$ cat src/rtl/corelet_ctrl_pkg.sv
// Shared state encoding, in_ctrl field map and inst_w encodings
// for the corelet control sequencer.
package corelet_ctrl_pkg;

    typedef enum logic [3:0] {
        S_IDLE,
        S_WLOAD,
        S_WFLUSH,
        S_WKER,
        S_WWAIT,
        S_ALOAD,
        S_AFLUSH,
        S_EXEC,
        S_EWAIT,
        S_DRAIN,
        S_ARST,
        S_ARD,
        S_ARELU,
        S_DONE
    } state_t;

    localparam int IC_W          = 12;
    localparam int IC_INST_W_LSB = 0;
    localparam int IC_L0_WR      = 2;
    localparam int IC_L0_RD      = 3;
    localparam int IC_OFIFO_RD   = 6;
    localparam int IC_ACC        = 7;
    localparam int IC_RELU       = 8;
    localparam int IC_SFP_RST    = 10;
    localparam int IC_SFP_SEL    = 11;

    localparam logic [1:0] INST_W_NONE  = 2'b00;
    localparam logic [1:0] INST_W_KLOAD = 2'b01;
    localparam logic [1:0] INST_W_EXEC  = 2'b10;

    function automatic int imax(input int a, input int b);
        return (a > b) ? a : b;
    endfunction

endpackage

$ cat src/rtl/corelet_ctrl_cnt.sv
// Loadable up-counter that wraps to zero on its terminal count.
// tc is combinational so the owner can act on the final step.
module ctrl_cnt
    import corelet_ctrl_pkg::*;
#(
    parameter int W = 4
) (
    input  logic         clk,
    input  logic         rst,
    input  logic         load,
    input  logic [W-1:0] load_val,
    input  logic         en,
    input  logic [W-1:0] last_val,
    output logic [W-1:0] cnt,
    output logic         tc
);

    assign tc = (cnt == last_val);

    always_ff @(posedge clk or posedge rst) begin
        if (rst)
            cnt <= '0;
        else if (load)
            cnt <= load_val;
        else if (en)
            cnt <= tc ? '0 : cnt + W'(1);
    end

endmodule

$ cat src/rtl/corelet_ctrl.sv
// Corelet sequencer: weight load, activation stream, OFIFO drain, SFP accumulate.
// Define CTRL_RELU_EN to drive in_ctrl[8] during the ARELU step.
module corelet_ctrl
    import corelet_ctrl_pkg::*;
#(
    parameter int row     = 8,
    parameter int col     = 8,
    parameter int len_nij = 16,
    parameter int num_kij = 9,
    parameter int xmem_aw = 11,
    parameter int pmem_aw = 11,
    parameter int A_BASE  = 0,
    parameter int W_BASE  = 1024
) (
    input  logic                       clk,
    input  logic                       reset,
    input  logic                       start,
    input  logic                       ofifo_valid,
    output logic [IC_W-1:0]            in_ctrl,
    output logic                       xmem_cen,
    output logic                       xmem_wen,
    output logic [xmem_aw-1:0]         xmem_addr,
    output logic                       pmem_cen,
    output logic                       pmem_wen,
    output logic [pmem_aw-1:0]         pmem_addr,
    output logic                       busy,
    output logic                       done,
    output logic                       out_valid,
    output logic [$clog2(len_nij)-1:0] out_idx
);

    localparam int SMAX = imax(imax(row, row + col), imax(len_nij, num_kij));
    localparam int SW   = $clog2(SMAX + 1);
    localparam int KW   = $clog2(num_kij + 1);
    localparam int OW   = $clog2(len_nij);

    state_t st;

    logic [SW-1:0] step, step_last;
    logic [KW-1:0] kij;
    logic [OW-1:0] o;
    logic          step_en, step_tc;
    logic          kij_en, kij_tc;
    logic          o_en, o_tc;
    logic          run_start;

    logic [IC_W-1:0]    ctrl_d;
    logic               xrd_d, prd_d, pwr_d, arelu_d;
    logic [xmem_aw-1:0] xaddr_d;
    logic [pmem_aw-1:0] paddr_d;
    logic               busy_d, done_d;
    logic               arelu_q;
    logic [OW-1:0]      arelu_idx;

    assign run_start = (st == S_IDLE) && start;
    assign kij_en    = (st == S_DRAIN) && ofifo_valid && step_tc;
    assign o_en      = (st == S_ARELU);

    always_comb begin
        step_en = 1'b0;
        unique case (st)
            S_WLOAD, S_WKER, S_WWAIT,
            S_ALOAD, S_EXEC, S_EWAIT,
            S_ARD:   step_en = 1'b1;
            S_DRAIN: step_en = ofifo_valid;
            default: step_en = 1'b0;
        endcase
    end

    always_comb begin
        step_last = '0;
        unique case (st)
            S_WLOAD, S_WKER:         step_last = SW'(row - 1);
            S_WWAIT, S_EWAIT:        step_last = SW'(row + col - 1);
            S_ALOAD, S_EXEC, S_DRAIN: step_last = SW'(len_nij - 1);
            S_ARD:                   step_last = SW'(num_kij - 1);
            default:                 step_last = '0;
        endcase
    end

    ctrl_cnt #(.W(SW)) u_step (
        .clk      (clk),
        .rst      (reset),
        .load     (run_start),
        .load_val ('0),
        .en       (step_en),
        .last_val (step_last),
        .cnt      (step),
        .tc       (step_tc)
    );

    ctrl_cnt #(.W(KW)) u_kij (
        .clk      (clk),
        .rst      (reset),
        .load     (run_start),
        .load_val ('0),
        .en       (kij_en),
        .last_val (KW'(num_kij - 1)),
        .cnt      (kij),
        .tc       (kij_tc)
    );

    ctrl_cnt #(.W(OW)) u_o (
        .clk      (clk),
        .rst      (reset),
        .load     (run_start),
        .load_val ('0),
        .en       (o_en),
        .last_val (OW'(len_nij - 1)),
        .cnt      (o),
        .tc       (o_tc)
    );

    always_ff @(posedge clk or posedge reset) begin
        if (reset) begin
            st <= S_IDLE;
        end else begin
            unique case (st)
                S_IDLE:   if (start) st <= S_WLOAD;
                S_WLOAD:  if (step_tc) st <= S_WFLUSH;
                S_WFLUSH: st <= S_WKER;
                S_WKER:   if (step_tc) st <= S_WWAIT;
                S_WWAIT:  if (step_tc) st <= S_ALOAD;
                S_ALOAD:  if (step_tc) st <= S_AFLUSH;
                S_AFLUSH: st <= S_EXEC;
                S_EXEC:   if (step_tc) st <= S_EWAIT;
                S_EWAIT:  if (step_tc) st <= S_DRAIN;
                S_DRAIN:  if (kij_en) st <= kij_tc ? S_ARST : S_WLOAD;
                S_ARST:   st <= S_ARD;
                S_ARD:    if (step_tc) st <= S_ARELU;
                S_ARELU:  st <= o_tc ? S_DONE : S_ARST;
                S_DONE:   st <= S_IDLE;
                default:  st <= S_IDLE;
            endcase
        end
    end

    always_comb begin
        ctrl_d  = '0;
        xrd_d   = 1'b0;
        xaddr_d = '0;
        prd_d   = 1'b0;
        pwr_d   = 1'b0;
        paddr_d = '0;
        arelu_d = 1'b0;
        unique case (st)
            S_WLOAD: begin
                xrd_d   = 1'b1;
                xaddr_d = xmem_aw'(32'(W_BASE) + 32'(kij) * 32'(row) + 32'(step));
            end
            S_WKER: begin
                ctrl_d[IC_L0_RD] = 1'b1;
                ctrl_d[IC_INST_W_LSB +: 2] = INST_W_KLOAD;
            end
            S_ALOAD: begin
                xrd_d   = 1'b1;
                xaddr_d = xmem_aw'(32'(A_BASE) + 32'(step));
            end
            S_EXEC: begin
                ctrl_d[IC_L0_RD] = 1'b1;
                ctrl_d[IC_INST_W_LSB +: 2] = INST_W_EXEC;
            end
            S_DRAIN: begin
                ctrl_d[IC_OFIFO_RD] = ofifo_valid;
                pwr_d   = ofifo_valid;
                paddr_d = pmem_aw'(32'(kij) * 32'(len_nij) + 32'(step));
            end
            S_ARST: begin
                ctrl_d[IC_SFP_RST] = 1'b1;
                ctrl_d[IC_SFP_SEL] = 1'b1;
            end
            S_ARD: begin
                ctrl_d[IC_SFP_SEL] = 1'b1;
                prd_d   = 1'b1;
                paddr_d = pmem_aw'(32'(step) * 32'(len_nij) + 32'(o));
            end
            S_ARELU: begin
                ctrl_d[IC_SFP_SEL] = 1'b1;
                arelu_d = 1'b1;
`ifdef CTRL_RELU_EN
                ctrl_d[IC_RELU] = 1'b1;
`else
                ctrl_d[IC_RELU] = 1'b0;
`endif
            end
            default: ;
        endcase
    end

    assign busy_d   = (st == S_IDLE) ? start : (st != S_DONE);
    assign done_d   = (st == S_DONE);
    assign xmem_wen = 1'b1;

    // l0_wr and acc follow their memory read by one cycle (read latency).
    always_ff @(posedge clk or posedge reset) begin
        if (reset) begin
            in_ctrl   <= '0;
            xmem_cen  <= 1'b1;
            xmem_addr <= '0;
            pmem_cen  <= 1'b1;
            pmem_wen  <= 1'b1;
            pmem_addr <= '0;
            busy      <= 1'b0;
            done      <= 1'b0;
            arelu_q   <= 1'b0;
            arelu_idx <= '0;
            out_valid <= 1'b0;
            out_idx   <= '0;
        end else begin
            in_ctrl           <= ctrl_d;
            in_ctrl[IC_L0_WR] <= ~xmem_cen;
            in_ctrl[IC_ACC]   <= ~pmem_cen & pmem_wen;
            xmem_cen  <= ~xrd_d;
            xmem_addr <= xaddr_d;
            pmem_cen  <= ~(prd_d | pwr_d);
            pmem_wen  <= ~pwr_d;
            pmem_addr <= paddr_d;
            busy      <= busy_d;
            done      <= done_d;
            arelu_q   <= arelu_d;
            arelu_idx <= o;
            out_valid <= arelu_q;
            if (arelu_q)
                out_idx <= arelu_idx;
        end
    end

endmodule

$ cat config.mk
export PLATFORM = sky130hd
export DESIGN_NAME = corelet_ctrl
export DESIGN_NICKNAME = d
export VERILOG_FILES = /design/src/rtl/corelet_ctrl_pkg.sv /design/src/rtl/corelet_ctrl_cnt.sv /design/src/rtl/corelet_ctrl.sv
export SDC_FILE = /design/constraint.sdc
export NUM_CORES = 1
export LEC_CHECK = 0
export ABC_AREA = 1
export BUFFER_PORTS_ARGS = -buffer_cell sky130_fd_sc_hd__buf_2
export CAP_MARGIN = 20
export CORE_MARGIN = 2
export CORE_UTILIZATION = 45
export DETAILED_ROUTE_END_ITERATION = 6
export PLACE_DENSITY_LB_ADDON = 0.25
export SLEW_MARGIN = 20
export SYNTH_ARGS = -nofsm -noshare
export SYNTH_HDL_FRONTEND = slang
export SYNTH_HIERARCHICAL = 1
export SYNTH_SLANG_ARGS = --single-unit
export TNS_END_PERCENT = 50
$ cat constraint.sdc
create_clock -name clk -period 2.15 [get_ports clk]
set_input_delay 0.43 -clock clk [delete_from_list [all_inputs] [get_ports clk]]
set_output_delay 0.43 -clock clk [all_outputs]
set_load 0.02 [all_outputs]
After elaboration in Yosys (flattened, before gate mapping)

Memories as Yosys holds them, arrays and structs flattened.
Index checks and enable logic that the tools add are counted.

Memories: 1
RAM bits: 0
Input port bits: 4
ROM bits: 64
Register bits: 62
Output and inout port bits: 45
Bits in latches: 0
Word-level logic and storage cells: 102

Add/sub/neg operators: 7
Bitwise gates (word level): 7
Muxes and demuxes: 33
Shifts and indexed selects: 0
Div/mod/pow operators: 0
Equality and inequality tests: 26
Multiply operators: 0
$lt $le $gt $ge: 0
Reductions and logical operators: 12

Memories:

| memory           | words | bits a word | read ports | clocked after memory_dff | wr ports | line               | source |
|---|---|---|---|---|---|---|---|
| (name not given) | 16    | 4           | 1          | 0                        | 0        | corelet_ctrl.sv:72 | `unique case (st)` |

Operator list:

| operator                                       | number |
|---|---|
| 2-to-1 mux 4 bit                               | 16 |
| case mux 4 bit (13 select lines)               | 1 |
| == test 4 bit (second input constant)          | 8 |
| case mux 11 bit (2 select lines)               | 1 |
| case mux 10 bit (2 select lines)               | 1 |
| != test 2 bit (second input constant)          | 9 |
| == test 4 x 3 -> 1 bit (second input constant) | 4 |
| 2-to-1 mux 5 bit                               | 3 |
| adder 11 x 5 -> 11 bit                         | 1 |
| adder 11 x 7 -> 11 bit (first input constant)  | 1 |
| adder 9 x 4 -> 10 bit                          | 1 |
| adder 8 x 5 -> 9 bit                           | 1 |
| AND reduction 9 bit                            | 1 |
| adder 4 x 1 -> 4 bit (second input constant)   | 2 |
| == test 4 x 2 -> 1 bit (second input constant) | 2 |
| 2-to-1 mux 1 bit                               | 8 |
| OR reduction 7 bit                             | 1 |
| nonzero test 2 bit                             | 3 |
| adder 5 x 1 -> 5 bit (second input constant)   | 1 |
| == test 5 bit                                  | 1 |
| inverter 1 bit                                 | 5 |
| == test 4 x 1 -> 1 bit (second input constant) | 1 |
| logical NOT 4 bit                              | 1 |
| != test 4 bit (second input constant)          | 1 |
| other kinds (8)                                | 11 |

Longest topological paths before layout

Gate-level depths: netlist of the first run.

Depth in word-level cells: 5
Mapped depth: 18
Mapped depth without buffers: 18

Cells and area by module

The synthesis of the first run kept the hierarchy.

By module, submodules not included:

| module               | sequential area each (µm²) | cells each | area an instance (µm²) | instances |
|---|---|---|---|---|
| corelet_ctrl         | 1129.8                     | 207        | 1975.6                 | 1 |
| ctrl_cnt (u_kij ...) | 100.1                      | 56         | 329.1                  | 2 |
| ctrl_cnt (u_step)    | 125.1                      | 67         | 406.6                  | 1 |

Worst setup path after synthesis of the first run

OpenSTA, ideal clock, no wires.

Kind: register to register
Start point: register st[3]
End point: register u_step.cnt[0]
Slack: -0.130 ns
Data arrival time: 2.158 ns
Stages on the path, launching flop included: 7
Period minus slack after synthesis: 2.280 ns
Required time: 2.028 ns
Cell sequence: dfrtp_1 > inv_2 > nand2_2 > nor3_1 > nor2_1 > a22oi_1 > nand2_1

Elaborated cells on any way between the ends: 18
Classes of those cells: 9 x eq/ne; 4 x mux; 4 x reduce/logical; 1 x memory

RTL lines:

| element                                                       | line                   | source |
|---|---|---|
| start: declaration                                            | corelet_ctrl.sv:37     | `state_t st;` |
| start signal: assignment                                      | corelet_ctrl.sv:128    | `S_DRAIN: if (kij_en) st <= kij_tc ? S_ARST : S_WLOAD;` |
| start signal: assignment                                      | corelet_ctrl.sv:131    | `S_ARELU: st <= o_tc ? S_DONE : S_ARST;` |
| logical NOT 4 bit (*)                                         | corelet_ctrl.sv:55     | `assign run_start = (st == S_IDLE) && start;` |
| logical AND 1 bit (*)                                         | corelet_ctrl.sv:55     |  |
| via run_start                                                 | corelet_ctrl.sv:45     | `logic run_start;` |
| 2-to-1 mux 5 bit / nonzero test 2 bit (equally long branches) | -                      |  |
| end signal: assignment                                        | corelet_ctrl_cnt.sv:24 | `cnt <= load_val;` |
| end signal: assignment                                        | corelet_ctrl_cnt.sv:26 | `cnt <= tc ? '0 : cnt + W'(1);` |
| end: declaration                                              | corelet_ctrl_cnt.sv:14 | `output logic [W-1:0] cnt,` |

The timed path passes the listed nets; every way through them passes the cells marked *. The select of a mux whose other input is x is not followed.
A chain may end at the register's enable or synchronous reset.

Worst setup path after layout of the first run

Start point: register st[2]
End point: register u_kij.cnt[2]

Longest elaborated chain between the ends: 4
Elaborated cells on any way between the ends: 9
Classes of those cells: 2 x eq/ne; 1 x mux; 5 x reduce/logical; 1 x memory

RTL lines:

| element                             | line                   | source |
|---|---|---|
| memory read (16 x 4 bit)            | -                      |  |
| via step_last[0]                    | corelet_ctrl.sv:39     | `logic [SW-1:0] step, step_last;` |
| == test 5 bit                       | corelet_ctrl_cnt.sv:18 | `assign tc = (cnt == last_val);` |
| via step_tc                         | corelet_ctrl.sv:42     | `logic step_en, step_tc;` |
| logical AND 1 bit                   | corelet_ctrl.sv:56     | `assign kij_en = (st == S_DRAIN) && ofifo_valid && step_tc;` |
| via kij_en                          | corelet_ctrl.sv:43     | `logic kij_en, kij_tc;` |
| nonzero test 2 bit (no source line) | -                      |  |
| end signal: assignment              | corelet_ctrl_cnt.sv:24 |  |
| end signal: assignment              | corelet_ctrl_cnt.sv:26 |  |
| end: declaration                    | corelet_ctrl_cnt.sv:14 |  |

The timed path passes the listed nets, and every way through them passes these cells.

==> results.yml, run 1 <==
final_layout:
  n_antenna_cell: 0
  syn_to_final_growth_pct: 23.7
  drive_above_1_share_pct: 23.1
  nNetsFinal: 491
  fin_util_pct: 58.2
sta:
  relSlewSlack_pct: 61.7
  fmax_mhz: 498
  skew_ns: 0.00576
  finalHoldViolCount: 0
  maxSlewViolCount: 0
  min_period_over_period_pct: 93.4
  fin_crit_ns: 2.01
  finalSetupViolations: 0
  worstMarginPinSlew_ns: 0.574
  fin_ws_ns: 0.143
global_routing:
  grt_max_degree: 46
  antenna_found_initial: 0
  overflow: 0
  grt_pass1_vias: 2455
  grt_use_total_pct: 19.7
  grt_first_pass_wirelength_um: 11300
clock_network:
  cts_hold_buf: 0
  cts_buffer_depth: 2
  tritoncts: "done"
  cts_buffers: 9
  cts_max_level: 3
  clk_pin_slew_worst_paths_ns: 0.07
  cts.sinks: 58
  cts_root_buf: "clkbuf_8"
  clock_latency_ns: 0.34
floorplan:
  num_rows: 29
  initial_utilization_pct: 47.1
  die_x_um: 86.2
  die_h_um: 86.2
  fp.coreArea_um2: 6460
  die_area_um2: 7430
  pin_count: 49
critical_path:
  cp-start-kind: "flip-flop"
  crit_path_end_kind: "flip-flop"
  path_buf_inv: 7
  crit_family: "simple AND/OR/NAND/NOR gates"
  cp_max_fo: 6
  cp_common_cell: "inv_2"
  cp.required_ns: 2.43
  slowest_stage: "dfrtp_1"
  max_stage_delay_ns: 0.41
  worstPathArrival_ns: 2.29
  crit_chain: "inv_2, nand2_2, nand2_2, o21ai_1, buf_4, inv_1, nand2_1, nand2_1, nor2_2, nand3_2, inv_2, inv_2, nor2_4, inv_1, nor2_2, inv_2, nor2_2, nand2_1, nand3_1"
  criticalPathCategory: "flip-flop to flip-flop"
  r2r_setup_slack_ns: 0.14
pwr:
  power.density_nw_per_um2: 1420
  power_mw: 5.35
  ir_drop_uv: 510
  p_leak_nw: 2.19
logic_synthesis:
  syn_area_um2: 3040
  ys_types: 28
  netlist.area_leader.share_pct: 45.3
  synth_seq_area_share_pct: 47.9
  yosys-top-cells-area: "dfrtp_1 (45%), nand2_1 (14%), inv_1 (7.8%)"
  ys_ff_latch: 58
  synthCells: 386
  yosys_warnings: 6
  yosys.area.top_type: "dfrtp_1"
  syn_avg_cell_area_um2: 7.88
detailed_routing:
  drc: 0
  drt-wirelength-per-cell_um: 12.2
  dr.pass1.iters: 6
  via_count: 2591
  antenna_left: 0
  drt_wl_total_um: 6840
  via_per_inst: 4.62
  drt_iter0_markers: 173
placement:
  dpl.hpwl_um: 4880
  io_buffers: 39
  globalplace.congestion: 0.811
  post-place-ws_ns: 0.0916
status:
  status: "complete, no violations"
job:
  drv_cap: 0
min_path:
  hold_path.class: "input pin to async pin"
-- flip-flops by register name, summed over array words and instances, names as in the netlist --
| name | flops |
|---|---|
| busy | 1 |
| xmem_cen | 1 |
| xmem_addr | 9 |
| pmem_wen | 1 |
| u_kij/cnt | 4 |
| u_o/cnt | 4 |
| out_valid | 1 |
| pmem_cen | 1 |
| u_step/cnt | 5 |
| arelu_q | 1 |
| arelu_idx | 4 |
| in_ctrl | 8 |
| pmem_addr | 9 |
| out_idx | 4 |
| st | 4 |
| done | 1 |
-- report_power, final --
| part | total (mW) | internal, mW | switching (mW) |
|---|---|---|---|
| clock | 1.12 | 0.680 | 0.439 |
| sequential | 1.81 | 1.43 | 0.387 |
| combinational | 2.42 | 0.891 | 1.53 |
-- worst reg2reg max path, stage by stage (launching register included) --
cell     delay [ns]
dfrtp_1        0.41
inv_2          0.07
nand2_2        0.08
nand2_2        0.05
o21ai_1        0.15
buf_4          0.16
inv_1          0.04
nand2_1        0.06
nand2_1        0.07
nor2_2         0.12
nand3_2        0.10
inv_2          0.06
inv_2          0.06
nor2_4         0.08
inv_1          0.05
nor2_2         0.13
inv_2          0.06
nor2_2         0.10
nand2_1        0.05
nand3_1        0.06
-- synthesized netlist by cell type, drive strengths merged --
master	n
o21ai	13
conb	2
nand3	23
nand4	4
inv	70
xnor2	4
a22oi	7
o22ai	2
nor2	48
o32ai	1
nor3	2
a21oi	3
mux2	4
buf	10
ha	7
nand2	122
xor2	3
clkinv	1
dfstp	3
dfrtp	55
fa	1
o21bai	1
-- timing repair --
action | 4_1_cts | 5_1_grt
resized for setup | 0 | 11
setup buffers | 0 | 5
endpoints found under the setup margin | 0 | 8
-- layout make-up --
class	instances	area, µm²
sequential	58	1460
timing repair buffer	54	308
tap	77	96.3
clock inverter	5	77.6
inverter	71	268
clock buffer	11	141
fill	601	2700
multi-input combinational	285	1420
-- placed cells by master (no fill, tap or decap), drive strengths merged, types with 2 or more instances in the layout --
cell    Yosys  final
mux2        4      4
nand2     122    122
xor2        3      3
buf        10     54
nand3      23     23
xnor2       4      4
dfstp       3      3
nand4       4      4
nor3        2      2
conb        2     40
clkinv      1      3
ha          7      7
clkbuf      0     11
inv        70     70
a21oi       3      3
o22ai       2      2
bufinv      0      2
a22oi       7      7
o21ai      13     13
nor2       48     48
dfrtp      55     55
-- through the flow --
stage               std cells  hold slack [ns]  instance area, µm²  TNS, ns
floorplan                 424            0.196                3190  -0.0905
finish                    561           0.0195                3760        0
CTS                       556           0.0148                3700        0
global placement          540            0.386                3480        0
detailed placement        540            0.386                3480        0
global route              561           0.0329                3760  -0.0630
-- per-layer routing --
layer / GRT usage, % / vias up / part of all wire (%)
li1: - / 1316 / -
met1: 24.7 / 1178 / 43
met2: 32.3 / 86 / 49
met3: 4.00 / 11 / 5.6
met4: 9.94 / 0 / 2.2
met5: 0 / - / 0
-- final timing paths --
check | startpoint | to | depth (start not counted)
setup / recovery | st[2]$_DFFE_PP0P_ | u_kij/cnt[2]$_DFFE_PP0P_ | 19
hold / removal | reset | u_kij/cnt[2]$_DFFE_PP0P_ | 2
setup reg to reg | st[2]$_DFFE_PP0P_ | u_kij/cnt[2]$_DFFE_PP0P_ | 19
hold reg to reg | xmem_cen$_DFF_PP1_ | in_ctrl[2]$_DFF_PP0_ | 1
max in group asynchronous | reset | xmem_cen$_DFF_PP1_ | 3
min in group clk | start | busy$_DFF_PP0_ | 3
-- cell families (layout without fill, tap and decap cells) --
| family | Yosys count | in the layout | share of synthesized area [%] |
|---|---|---|---|
| and+or+nand+nor | 199 | 199 | 27.9 |
| xor gates and xnor gates | 7 | 7 | 2.02 |
| muxes | 4 | 4 | 1.48 |
| DFF | 58 | 58 | 47.9 |
| buffers and inverters | 81 | 141 | 11.3 |
| AOI/OAI and AO/OA | 27 | 27 | 5.68 |
| other | 2 | 40 | 0.247 |
| adders and majority gates | 8 | 8 | 3.54 |
Power figures use the tool's default switching activity.
==> run 2: changes to the inputs <==
--- a/config.mk
+++ b/config.mk
@@ -12,6 +12,7 @@
 export CORE_UTILIZATION = 45
 export DETAILED_ROUTE_END_ITERATION = 6
 export PLACE_DENSITY_LB_ADDON = 0.25
+export RECOVER_POWER = 50
 export SLEW_MARGIN = 20
 export SYNTH_ARGS = -nofsm -noshare
 export SYNTH_HDL_FRONTEND = slang
==> run 2 against run 1 <==
- count of clock-buffer cells in the layout unchanged
- final area down 0.17%
- via count up 0.39%
- first-iteration DRC count down 10%
- sequential power about the same
- critical path depth unchanged
- die area unchanged
- total power down 0.26%
- hold slack better by 0.036 ns
- combinational power about the same
- critical path type unchanged
- flip-flop and latch count unchanged
- fmax up 0.55%
==> results.yml, run 2 (synthesized netlist as in run 1, its figures left out) <==
clock_network:
  cts_buffer_depth: 2
  cts_buffers: 9
  cts_max_level: 3
  cts.sinks: 58
  clk_pin_slew_worst_paths_ns: 0.07
  tritoncts: "done"
  cts_root_buf: "clkbuf_8"
  clock_latency_ns: 0.34
sta:
  finalSetupViolations: 0
  min_period_over_period_pct: 92.9
  worstMarginPinSlew_ns: 1.13
  skew_ns: 0.00504
  finalHoldViolCount: 0
  setup_tns_ns: 0
  fmax_mhz: 501
  maxSlewViolCount: 0
  worst_hold_slack_ns: 0.0552
  fin_crit_ns: 2.00
  relSlewSlack_pct: 24.5
detailed_routing:
  via_count: 2601
  dr.pass1.iters: 4
  drt-wirelength-per-cell_um: 12.1
  drt_wl_total_um: 6790
  antenna_left: 0
  drt_iter0_markers: 155
  drc: 0
  via_per_inst: 4.64
global_routing:
  antenna_found_initial: 0
  grt_first_pass_wirelength_um: 11300
  grt_max_degree: 46
  overflow: 0
  grt_pass1_vias: 2455
  grt_use_total_pct: 19.7
placement:
  io_buffers: 39
  dpl.hpwl_um: 4880
  globalplace.congestion: 0.811
final_layout:
  syn_to_final_growth_pct: 23.5
  largestRegisters: "pmem_addr x9, xmem_addr x9, in_ctrl x8"
  final_cell_mix: "nand2_1 (116), inv_1 (59), dfrtp_1 (55)"
  final_common_cell: "nand2_1"
  nNetsFinal: 491
  n_antenna_cell: 0
  drive_above_1_share_pct: 22.3
floorplan:
  initial_utilization_pct: 47.1
  die_h_um: 86.2
  fp.coreArea_um2: 6460
  pin_count: 49
  die_area_um2: 7430
  num_rows: 29
  die_x_um: 86.2
pwr:
  p_leak_nw: 2.18
  power.density_nw_per_um2: 1420
  ir_drop_uv: 511
status:
  status: "complete, no violations"
job:
  drv_cap: 0
critical_path:
  cp.required_ns: 2.43
  cp_max_fo: 6
  criticalPathCategory: "flip-flop to flip-flop"
  worstPathArrival_ns: 2.28
  crit_path_end_kind: "flip-flop"
  cp-start-kind: "flip-flop"
min_path:
  hold_path.class: "input pin to async pin"
==> run 2: cell types whose count changed in the layout (fill, tap and decap cells not counted) <==
cell | before | now
buf_2 | 39 | 38
buf_4 | 15 | 14
clkbuf_1 | 1 | 2
clkbuf_2 | 0 | 1
clkinv_1 | 0 | 1
dfstp_1 | 0 | 1
dfstp_2 | 3 | 2
inv_2 | 11 | 10
nand2_1 | 115 | 116
nand2_2 | 7 | 6
==> run 2: critical path, cell delays in order (launching register included) <==
cell,delay [ns]
dfrtp_1,0.40
inv_2,0.08
nand2_2,0.08
nand2_2,0.05
o21ai_1,0.14
buf_4,0.16
inv_1,0.04
nand2_1,0.06
nand2_1,0.06
nor2_2,0.12
nand3_2,0.10
inv_2,0.06
inv_2,0.06
nor2_4,0.08
inv_1,0.05
nor2_2,0.13
inv_2,0.06
nor2_2,0.10
nand2_1,0.05
nand3_1,0.06
==> run 2: worst paths after layout <==
check	slack, ns	startpoint	depth (start not counted)	to
worst max-delay path	0.15	st[3]$_DFFE_PP0P_	19	u_kij/cnt[2]$_DFFE_PP0P_
max in group asynchronous	0.93	reset	3	st[2]$_DFFE_PP0P_
worst max register to register	0.15	st[3]$_DFFE_PP0P_	19	u_kij/cnt[2]$_DFFE_PP0P_
worst min-delay path	0.06	reset	2	u_kij/cnt[2]$_DFFE_PP0P_
worst min register to register	0.43	xmem_cen$_DFF_PP1_	1	in_ctrl[2]$_DFF_PP0_
min in group clk	0.40	start	3	busy$_DFF_PP0_
==> run 2: area by class of cell <==
cell class | instances | area, µm²
repair buffers | 54 | 304
fillers | 603 | 2700
flip-flops and latches | 58 | 1460
clock inverters | 5 | 77.6
well taps | 77 | 96.3
clock buffers | 11 | 141
multi-input cells | 285 | 1410
inverters | 71 | 268
==> run 2: what timing repair did <==
item	CTS	global route
hold buffers	0	0
endpoints found under the hold margin	0	0
buffers inserted	0	5
setup endpoints to repair	0	8
resized for setup	0	11
==> run 2: stage by stage <==
stage / setup WS, ns / instances / total power [mW] / cell area [µm²] / utilization (%)
2_1_floorplan: -0.0402 / 424 / 3.44 / 3190 / -
3_3_place_gp: 0.189 / 540 / 4.05 / 3480 / 53.9
3_5_place_dp: 0.0916 / 540 / 4.11 / 3480 / 53.9
4_1_cts: 0.0403 / 556 / 5.26 / 3700 / 57.3
5_1_grt: -0.0244 / 561 / 5.80 / 3750 / 58.1
6_report: 0.154 / 561 / 5.34 / 3750 / 58.1
==> run 2: routing by layer <==
metal	GRT usage, %	part of all wire [%]	vias to the layer above
li1	-	-	1317
met1	24.7	43	1188
met4	9.94	2.2	0
met5	0	0	-
met3	4.00	6.1	16
met2	32.3	49	80
==> run 2: where the power goes <==
group          internal, mW  total (mW)  switching, mW
clock network         0.680        1.12          0.440
logic                 0.888        2.41           1.52
registers              1.43        1.81          0.382
